### src/rtl/pll_phase_cal_pkg.sv
// Shared types for the PSRAM rPLL phase calibration block: FSM states,
// PSDA constants and the pass-window result.
package psram_cal_pkg;

  localparam logic [3:0] PSDA_DEFAULT = 4'b0100;
  localparam int         NUM_PHASES   = 16;

  typedef enum logic [2:0] {
    IDLE, SET_PHASE, SETTLE, REQ, PICK, FINISH
  } cal_state_e;

  typedef struct packed {
    logic [3:0] start;
    logic [4:0] len;
  } win_t;

  // Middle of the window, rounding toward the start; wraps mod 16.
  function automatic logic [3:0] win_centre(win_t w);
    logic [4:0] half;
    half = (w.len - 5'd1) >> 1;
    return w.start + half[3:0];
  endfunction

endpackage

### src/rtl/pll_phase_cal_if.sv
// Trial handshake between the calibration controller and the PSRAM
// controller's self-test port.
interface pll_phase_cal_if;
  logic trial_req;
  logic trial_ack;
  logic trial_pass;

  modport master (output trial_req, input trial_ack, input trial_pass);
  modport slave  (input trial_req, output trial_ack, output trial_pass);
endinterface

### src/rtl/pll_phase_cal_phase_window_finder.sv
// Sequential scan for the widest circular run of ones in a 16-bit mask.
// Walks the mask twice (32 cycles) so runs crossing bit 15 -> 0 are seen whole.
module phase_window_finder
  import psram_cal_pkg::*;
(
  input  logic        clk,
  input  logic        rst,
  input  logic [15:0] mask,
  input  logic        go,
  output win_t        win,
  output logic        valid
);

  logic [15:0] mask_q, mask_d;
  logic        act_q, act_d;
  logic [4:0]  idx_q, idx_d;
  logic [4:0]  run_q, run_d;
  logic [3:0]  cur_q, cur_d;
  win_t        best_q, best_d;
  logic        valid_q, valid_d;

  always_comb begin
    mask_d  = mask_q;
    act_d   = act_q;
    idx_d   = idx_q;
    run_d   = run_q;
    cur_d   = cur_q;
    best_d  = best_q;
    valid_d = 1'b0;
    if (go && !act_q) begin
      mask_d = mask;
      act_d  = 1'b1;
      idx_d  = '0;
      run_d  = '0;
      cur_d  = '0;
      best_d = '0;
    end else if (act_q) begin
      if (mask_q[idx_q[3:0]]) begin
        run_d = (run_q == 5'd16) ? 5'd16 : run_q + 5'd1;
        cur_d = (run_q == 5'd0) ? idx_q[3:0] : cur_q;
        // Strict compare: the earliest-starting run of a given length is kept.
        if (run_d > best_q.len) begin
          best_d.len   = run_d;
          best_d.start = cur_d;
        end
      end else begin
        run_d = '0;
      end
      idx_d = idx_q + 5'd1;
      if (idx_q == 5'd31) begin
        act_d   = 1'b0;
        valid_d = 1'b1;
      end
    end
  end

  always_ff @(posedge clk or posedge rst) begin
    if (rst) begin
      mask_q  <= '0;
      act_q   <= 1'b0;
      idx_q   <= '0;
      run_q   <= '0;
      cur_q   <= '0;
      best_q  <= '0;
      valid_q <= 1'b0;
    end else begin
      mask_q  <= mask_d;
      act_q   <= act_d;
      idx_q   <= idx_d;
      run_q   <= run_d;
      cur_q   <= cur_d;
      best_q  <= best_d;
      valid_q <= valid_d;
    end
  end

  assign win   = best_q;
  assign valid = valid_q;

endmodule

### src/rtl/pll_phase_cal.sv
// Sweeps the rPLL PSDA phase over 16 steps, runs PSRAM test reads at each,
// then parks PSDA at the centre of the widest passing window.
module pll_phase_cal
  import psram_cal_pkg::*;
#(
  parameter int SETTLE_CYCLES  = 64,
  parameter int TRIALS         = 4,
  parameter int TIMEOUT_CYCLES = 256
) (
  input  logic                   clk,
  input  logic                   rst,
  input  logic                   start,
  output logic [3:0]             pll_psda,
  pll_phase_cal_if.master        trial,
  output logic                   busy,
  output logic                   done,
  output logic                   fail,
  output logic [15:0]            pass_mask,
  output logic [4:0]             window_len
);

  localparam int TW = $clog2(TIMEOUT_CYCLES + 1);

  cal_state_e  state_q, state_d;
  logic [3:0]  p_q, p_d, psda_q, psda_d, trial_q, trial_d;
  logic [9:0]  cnt_q, cnt_d;
  logic [TW-1:0] tmo_q, tmo_d;
  logic        req_q, req_d, busy_q, busy_d, done_q, done_d, fail_q, fail_d, go_q, go_d;
  logic [15:0] mask_q, mask_d;
  logic [4:0]  wlen_q, wlen_d;
  logic        trial_end, trial_ok;
  win_t        win;
  logic        win_valid;

  phase_window_finder u_finder (
    .clk   (clk),
    .rst   (rst),
    .mask  (mask_q),
    .go    (go_q),
    .win   (win),
    .valid (win_valid)
  );

  assign trial_end = trial.trial_ack || (tmo_q == TW'(TIMEOUT_CYCLES - 1));
  assign trial_ok  = trial.trial_ack && trial.trial_pass;

  always_comb begin
    state_d = state_q;
    p_d     = p_q;
    psda_d  = psda_q;
    trial_d = trial_q;
    cnt_d   = cnt_q;
    tmo_d   = tmo_q;
    req_d   = req_q;
    busy_d  = busy_q;
    done_d  = done_q;
    fail_d  = fail_q;
    mask_d  = mask_q;
    wlen_d  = wlen_q;
    go_d    = 1'b0;
    case (state_q)
      IDLE: if (start) begin
        done_d  = 1'b0;
        fail_d  = 1'b0;
        mask_d  = '0;
        p_d     = '0;
        state_d = SET_PHASE;
      end
      SET_PHASE: begin
        psda_d  = p_q;
        busy_d  = 1'b1;
        cnt_d   = 10'(SETTLE_CYCLES - 1);
        state_d = SETTLE;
      end
      SETTLE: begin
        if (cnt_q == '0) begin
          trial_d = '0;
          tmo_d   = '0;
          req_d   = 1'b1;
          state_d = REQ;
        end else begin
          cnt_d = cnt_q - 10'd1;
        end
      end
      REQ: begin
        if (!req_q) begin
          // one idle cycle between back-to-back trials
          req_d = 1'b1;
          tmo_d = '0;
        end else if (trial_end) begin
          req_d = 1'b0;
          // a phase only reaches its last trial if all earlier ones passed
          if (!trial_ok || trial_q == 4'(TRIALS - 1)) begin
            mask_d[p_q] = trial_ok;
            if (p_q == 4'd15) begin
              go_d    = 1'b1;
              state_d = PICK;
            end else begin
              p_d     = p_q + 4'd1;
              state_d = SET_PHASE;
            end
          end else begin
            trial_d = trial_q + 4'd1;
          end
        end else begin
          tmo_d = tmo_q + TW'(1);
        end
      end
      PICK: if (win_valid) state_d = FINISH;
      FINISH: begin
        if (win.len == 5'd0) begin
          psda_d = PSDA_DEFAULT;
          fail_d = 1'b1;
        end else if (win.len == 5'd16) begin
          psda_d = PSDA_DEFAULT;
        end else begin
          psda_d = win_centre(win);
        end
        wlen_d  = win.len;
        done_d  = 1'b1;
        busy_d  = 1'b0;
        state_d = IDLE;
      end
      default: state_d = IDLE;
    endcase
  end

  always_ff @(posedge clk or posedge rst) begin
    if (rst) begin
      state_q <= IDLE;
      p_q     <= '0;
      psda_q  <= PSDA_DEFAULT;
      trial_q <= '0;
      cnt_q   <= '0;
      tmo_q   <= '0;
      req_q   <= 1'b0;
      busy_q  <= 1'b0;
      done_q  <= 1'b0;
      fail_q  <= 1'b0;
      mask_q  <= '0;
      wlen_q  <= '0;
      go_q    <= 1'b0;
    end else begin
      state_q <= state_d;
      p_q     <= p_d;
      psda_q  <= psda_d;
      trial_q <= trial_d;
      cnt_q   <= cnt_d;
      tmo_q   <= tmo_d;
      req_q   <= req_d;
      busy_q  <= busy_d;
      done_q  <= done_d;
      fail_q  <= fail_d;
      mask_q  <= mask_d;
      wlen_q  <= wlen_d;
      go_q    <= go_d;
    end
  end

  assign trial.trial_req = req_q;
  assign pll_psda        = psda_q;
  assign busy            = busy_q;
  assign done            = done_q;
  assign fail            = fail_q;
  assign pass_mask       = mask_q;
  assign window_len      = wlen_q;

endmodule

### src/flat_wrapper.sv
// flat-port wrapper written by rule: the top's interface ports become plain ports
module pll_phase_cal_flat import psram_cal_pkg::*;
#(
  parameter int SETTLE_CYCLES  = 64,
  parameter int TRIALS         = 4,
  parameter int TIMEOUT_CYCLES = 256
)
  (clk, rst, start, pll_psda, busy, done, fail, pass_mask, window_len, trial_trial_req, trial_trial_ack, trial_trial_pass);
  pll_phase_cal_if trial_i ();
  input  logic clk;
  input  logic rst;
  input  logic start;
  output logic [3:0] pll_psda;
  output logic busy;
  output logic done;
  output logic fail;
  output logic [15:0] pass_mask;
  output logic [4:0] window_len;
  output wire logic [$bits(trial_i.trial_req)-1:0] trial_trial_req;
  input wire logic [$bits(trial_i.trial_ack)-1:0] trial_trial_ack;
  input wire logic [$bits(trial_i.trial_pass)-1:0] trial_trial_pass;
  assign trial_trial_req = trial_i.trial_req;
  assign trial_i.trial_ack = trial_trial_ack;
  assign trial_i.trial_pass = trial_trial_pass;
  pll_phase_cal #(.SETTLE_CYCLES(SETTLE_CYCLES), .TRIALS(TRIALS), .TIMEOUT_CYCLES(TIMEOUT_CYCLES)) u_core (.clk(clk), .rst(rst), .start(start), .pll_psda(pll_psda), .trial(trial_i), .busy(busy), .done(done), .fail(fail), .pass_mask(pass_mask), .window_len(window_len));
endmodule
### config.mk
export PLATFORM = sky130hd
export DESIGN_NAME = pll_phase_cal_flat
export DESIGN_NICKNAME = d
export VERILOG_FILES = /design/src/rtl/pll_phase_cal_pkg.sv /design/src/rtl/pll_phase_cal_if.sv /design/src/rtl/pll_phase_cal_phase_window_finder.sv /design/src/rtl/pll_phase_cal.sv /design/src/flat_wrapper.sv
export SDC_FILE = /design/constraint.sdc
export NUM_CORES = 1
export LEC_CHECK = 0
export CAP_MARGIN = 20
export CORE_ASPECT_RATIO = 1.2
export CORE_MARGIN = 8
export CORE_UTILIZATION = 64
export DETAILED_ROUTE_END_ITERATION = 16
export PLACE_DENSITY = 0.85
export SLEW_MARGIN = 20
export SYNTH_ARGS = -nofsm -noshare
export SYNTH_HDL_FRONTEND = slang
export SYNTH_SLANG_ARGS = --single-unit
### constraint.sdc
create_clock -name clk -period 7.74 [get_ports clk]
set_clock_uncertainty 0.15 [all_clocks]
set_input_delay 1.548 -clock clk [delete_from_list [all_inputs] [get_ports clk]]
set_output_delay 1.548 -clock clk [all_outputs]
set_load 0.03 [all_outputs]
# Yosys cells after proc, flatten, opt, wreduce, memory -nomap -nowiden
# Cells that the tools add are included.
[classes]
n_mux = 72
bitwise_logic = 0
n_div = 0
n_shift = 0
n_reduce_logical = 30
eq_ne = 22
add_sub_neg = 8
n_mul = 0
n_lt_le_gt_ge = 4
[op_table]
columns = ["op", "count"]
rows = [
  ["2-to-1 mux 16 bit", 4],
  ["2-to-1 mux 9 bit", 7],
  ["2-to-1 mux 4 bit", 15],
  ["case mux 16 bit (2 select lines)", 1],
  ["2-to-1 mux 5 bit", 6],
  ["case mux 4 bit (2 select lines)", 3],
  ["2-to-1 mux 3 bit", 7],
  ["case mux 10 bit (2 select lines)", 1],
  ["2-to-1 mux 1 bit", 18],
  ["case mux 9 bit (2 select lines)", 1],
  ["bitwise mux 16 bit", 1],
  ["nonzero test 2 bit", 8],
  ["equality test 5 bit, second input constant", 3],
  ["case mux 3 bit (5 select lines)", 1],
  ["AND reduction 6 bit", 2],
  ["adder 5 x 1 -> 5 bit, second input constant", 2],
  ["logical NOT 10 bit", 1],
  ["logical NOT 5 bit", 2],
  ["less-than comparator 4 x 5 -> 1 bit, second input constant", 2],
  ["2-to-1 mux 10 bit", 1],
  ["!= test 2 x 1 -> 1 bit, second input constant", 5],
  ["!= test 2 bit, second input constant", 5],
  ["AND reduction 5 bit", 2],
  ["subtractor 10 x 1 -> 10 bit, second input constant", 1],
  ["other kinds (22)", 37],
]
[word_totals]
ram_bits = 0
romBits = 0
ff_bits = 101
latch_bits = 0
word_cells = 157
input_bits = 5
memories = 0
out_inout_bits = 29

# Longest topological paths before layout
[depth]
ltp_word = 9
depth_mapped = 13
mapped_depth_nobuf = 12

# By module
# From an unflattened synthesis, not the netlist that was laid out.
[hier_totals]
cells_unflattened = 555
area_unflattened_um2 = 5686.7
[modules_own_cells]
columns = ["module", "n_inst", "area_each_um2", "cells_each", "seq_area_each_um2"]
rows = [
  ["pll_phase_cal", 1, 3488.3, 358, 1502.7],
  ["phase_window_finder", 1, 2198.4, 197, 1026.0],
]

# Worst setup path after synthesis
# OpenSTA, ideal clock, no wires.
[synth_timing]
kind = "reg-to-reg"
from = "register u_core.u_finder.run_q[0]"
to = "register u_core.u_finder.best_q, in the netlist u_core.u_finder.win[1]"
setup_time_ns = 0.125
n_path_buf = 1
arrival_time_ns = 2.599
path_stages_with_launch = 14
synth_period_minus_slack_ns = 2.874
required_time_ns = 7.465
slack_ns = 4.866
path_cell_list = "dfrtp_1 inv_1 ha_1 nand3b_1 nand3_1 o21ai_0 ha_1 and4b_1 a211oi_1 a21oi_1 o21a_1 o221a_2 buf_4 mux2_2"
[synth_via]
elab_chain_cells = 6
elab_cells_between_ends = 10
cone_classes = "add/sub: 1; order compare: 1; eq/ne: 1; mux: 5; reduce/logical: 2"
[synth_rtl]
columns = ["item", "line", "text"]
rows = [
  ["start: declaration", "pll_phase_cal_phase_window_finder.sv:17", "logic [4:0] run_q, run_d;"],
  ["start signal: assignment", "pll_phase_cal_phase_window_finder.sv:70", "run_q <= run_d;"],
  ["adder 5 x 1 -> 5 bit / equality test 5 bit (equally long branches)", "pll_phase_cal_phase_window_finder.sv:39", "run_d = (run_q == 5'd16) ? 5'd16 : run_q + 5'd1;"],
  ["2-to-1 mux 5 bit (*)", "pll_phase_cal_phase_window_finder.sv:39", ""],
  ["parallel branches: the longest is 4 deep, another holds greater-than comparator 5 bit", "--", ""],
  ["end signal: assignment", "pll_phase_cal_phase_window_finder.sv:72", "best_q <= best_d;"],
  ["end: declaration", "pll_phase_cal_phase_window_finder.sv:19", "win_t best_q, best_d;"],
]
# Every way passes the cells marked *. The select of a mux whose other input is x is not followed.
# A chain may end at the register's enable or synchronous reset.

# Worst setup path in the final report
[layout_timing]
from = "register u_core.psda_q[2], in the netlist u_core.pll_psda[2]"
to = "output pll_psda[2]"
[layout_lines]
columns = ["item", "line", "text"]
rows = [
  ["start: declaration", "pll_phase_cal.sv:25", "logic [3:0] p_q, p_d, psda_q, psda_d, trial_q, trial_d;"],
  ["start signal: assignment", "pll_phase_cal.sv:146", "psda_q <= psda_d;"],
  ["end: declaration", "flat_wrapper.sv:13", "output logic [3:0] pll_psda;"],
]
# No word-level cell between the ends.

==> metrics.txt <==
syn avg cell area=9.41 um^2; Tmin final=3.30 ns; met2 Usage GRT=36.2%; TritonCTS buffer count=9; Residual DRC=0; # IOs=34; post-route insts no fill=670; Largest delay share family, worst path=buffers and inverters; number of cells on the critical path=1; Starting Density=64.5%; TNS Setup=0 ns; Synth top area share=48.6%; Die Wd=97.9 um; final instance area=5780 um^2; reg-to-reg critical path startpoint=u_core.u_finder.run_q[0]; Vias=3,984; Die ar.=11,200 um^2; number of flops mapped to enable cells by yosys=0; Arr. time, crit path=1.60 ns; DP Worst Slack=4.31 ns; CTS tree=yes; Yosys reg bits=101; initial antenna violation count=0; clock-pin slew on the worst setup and hold paths=0.09 ns; critical path class=reg -> out; Final Cycle Share=42.7%; H-tree Lvls=3; post-synthesis sequential area ratio=49.1%; Syn Inst Count=547; post-cts hold buffer count=0; largest net degree at the start of global routing=76; vias per std cell=5.95; diode count=0; met3 Use GR=4.87%; Std-Cell Rows=36; final RePlAce weighted congestion=0.857; Antenna Nets Post-Route=0; status=completed; CP bufs+invs=1; Multi-input gate area=2430 um^2; Setup Fix Bufs, Post-CTS=0; Peak supply drop=0.000207 V; router iterations before antenna repair=5; PwrDens=251 nW/um^2; Rel. slew slack=34.0%; Critical R2R Capture=u_core.u_finder.win[1]; drt wl/cell=16.3 um; CP max stage cell=clkdlybuf4s50_1; YS warnings=0; layout cell share with drive strength beyond 1=6.43%; Slew Viols, Final=0; area of the core=7970 um^2; post-DP HPWL=7.79 mm; Final nets=596; CP required=6.04 ns; HP Class=reg -> reg; Placed Cells=654; r2r setup slk=4.50 ns; final hold violation count=0; number of port buffers=33; gr ovfl total=0; Most Used Layer, Global Route=met2; ys flop type=dfrtp_1; RSZ-0062 raised after global routing=false; Synth async-reset ratio=100%; first-iteration detailed-routing DRC count=265; number of max-cap violations=0; Syn Nets=573; P_leak=2.61 nW; Max Clk Rate=303 MHz; synth top area cells=dfrtp_1 49%, nand2_1 7.3%, o21ai_0 6.3%; fillers=590; leading area contributor after synthesis=dfrtp_1; Clock Tree Buf Depth=2; crit path to=pll_psda[2]; routing usage on met1=24.9%; WL final=11.0 mm; CP max stage delay=0.67 ns; P&R area growth vs syn=12.3%; worst-path fanout max=2; Critical Path Start Type=flip-flop; GRT Total Usage=20.8%; CTS root buffer=clkbuf_8; Sink Count=101; Chip Height=114 um; Critical Path End Type=primary output; post-cts repair resize count=0; hold slack=0.334 ns; final worst slack=4.44 ns; dpl cell area=5520 um^2; Netlist Area Pre-Place=5140 um^2; final setup fails=0; Slew @ Worst Pin=0.977 ns; cell breakdown of the critical path=clkdlybuf4s50_1; worst reg-to-reg path cell count=12; first-pass GRT wire length=19.0 mm; vias in the first global route=3,974; worst setup path startpoint=u_core.pll_psda[2]; post-synthesis cell type count=58; worst skew pair latency=0.37 ns; flip-flop and latch area=2530 um^2
-- layout by cell type, fill, tap and decap left out, types with 2 or more instances in the layout --
cell type and count:
a21o_1 4, a21oi_1 22, a22o_1 5, a22oi_1 2, a31oi_1 5, and2_1 2, and3_1 7, and4b_1 2
buf_4 3, bufinv_16 4, clkbuf_8 9, clkdlybuf4s50_1 33, dfrtp_1 100, ha_1 20, inv_1 20, mux2_2 8
mux2i_1 19, nand2_1 100, nand2b_1 8, nand3_1 13, nand3b_1 3, nand4_1 3, nor2_1 38, nor2b_1 8
nor3_1 9, nor3b_1 3, o21a_1 3, o21ai_0 65, o21ai_1 2, o31ai_1 4, or2_2 2, or3_1 2
xnor2_1 7, xor2_1 12
-- flip-flops by register name, indices dropped and copies added, names as in the netlist, 3 cells and up --
name                    count
u_core.u_finder.mask_q     16
u_core.u_finder.win         9
u_core.u_finder.run_q       5
u_core.state_q              3
u_core.pll_psda             4
u_core.cnt_q               10
u_core.p_q                  4
u_core.pass_mask           16
u_core.tmo_q                9
u_core.window_len           5
u_core.trial_q              4
u_core.u_finder.cur_q       4
u_core.u_finder.idx_q       5
-- how the worst min path moves through the flow --
stage                     slack (ns)                       start  depth (start not counted)                    endpoint
after detailed placement        0.31   u_core.u_finder.mask_q[2]                          2   u_core.u_finder.mask_q[2]
after global routing            0.35  u_core.u_finder.mask_q[11]                          2  u_core.u_finder.mask_q[11]
after floorplan                 0.30   u_core.u_finder.mask_q[0]                          2   u_core.u_finder.mask_q[0]
after CTS                       0.34   u_core.u_finder.mask_q[2]                          2   u_core.u_finder.mask_q[2]
final                           0.33  u_core.u_finder.mask_q[11]                          2  u_core.u_finder.mask_q[11]
after global placement          0.31   u_core.u_finder.mask_q[9]                          2   u_core.u_finder.mask_q[9]
-- metal layers --
layer  wire length [um]  share of wire, %
met1               4700                43
met5                  0                 0
met4                144               1.3
met3                480               4.4
met2               5630                51
-- metrics by stage --
stage	utilization (%)	total power, mW
after floorplan	-	0.913
after global placement	69.2	1.02
after detailed placement	69.2	1.03
after CTS	72.5	1.46
after global routing	72.5	1.53
final	72.5	1.45
-- logic make-up (layout without fill, tap and decap cells) --
logic type | count (synthesis) | count (layout) | share of synthesized area (%)
buf+inv | 45 | 73 | 3.53
mux | 27 | 27 | 5.45
flops | 101 | 101 | 49.1
xor+xnor | 19 | 19 | 3.23
simple gates | 210 | 210 | 19.3
fa+ha+maj | 21 | 21 | 5.25
compound gates | 124 | 124 | 14.1
-- final cells by class --
type / count / area share, %
flip-flops and latches: 101 / 43.8
multi-input cells: 401 / 42.1
repair buffers: 36 / 6.11
clock inverters: 6 / 2.32
clock buffers: 10 / 2.21
well taps: 95 / 2.06
inverters: 21 / 1.41
-- synthesized netlist by cell type (2+ instances only) --
cell	instances
nor3_1	9
o21ai_1	2
a22oi_1	2
o31ai_1	4
nand4_1	3
nand3_1	13
or2_2	2
o21ai_0	65
a31oi_1	5
clkbuf_1	18
nand2b_1	8
a21o_1	4
and3_1	7
xnor2_1	7
nand3b_1	3
ha_1	20
or3_1	2
and2_1	2
nand2_1	100
dfrtp_1	100
and4b_1	2
a22o_1	5
nor2_1	38
xor2_1	12
nor3b_1	3
buf_2	3
o21a_1	3
mux2i_1	19
buf_4	2
inv_1	21
a21oi_1	22
nor2b_1	8
mux2_2	8
-- power breakdown --
group          total [mW]  switching, mW  internal, mW
logic               0.379          0.239         0.140
clock network       0.427          0.179         0.248
registers           0.643         0.0619         0.581
total                1.45          0.480         0.969
Note: power is estimated with default switching activity, not from simulation.
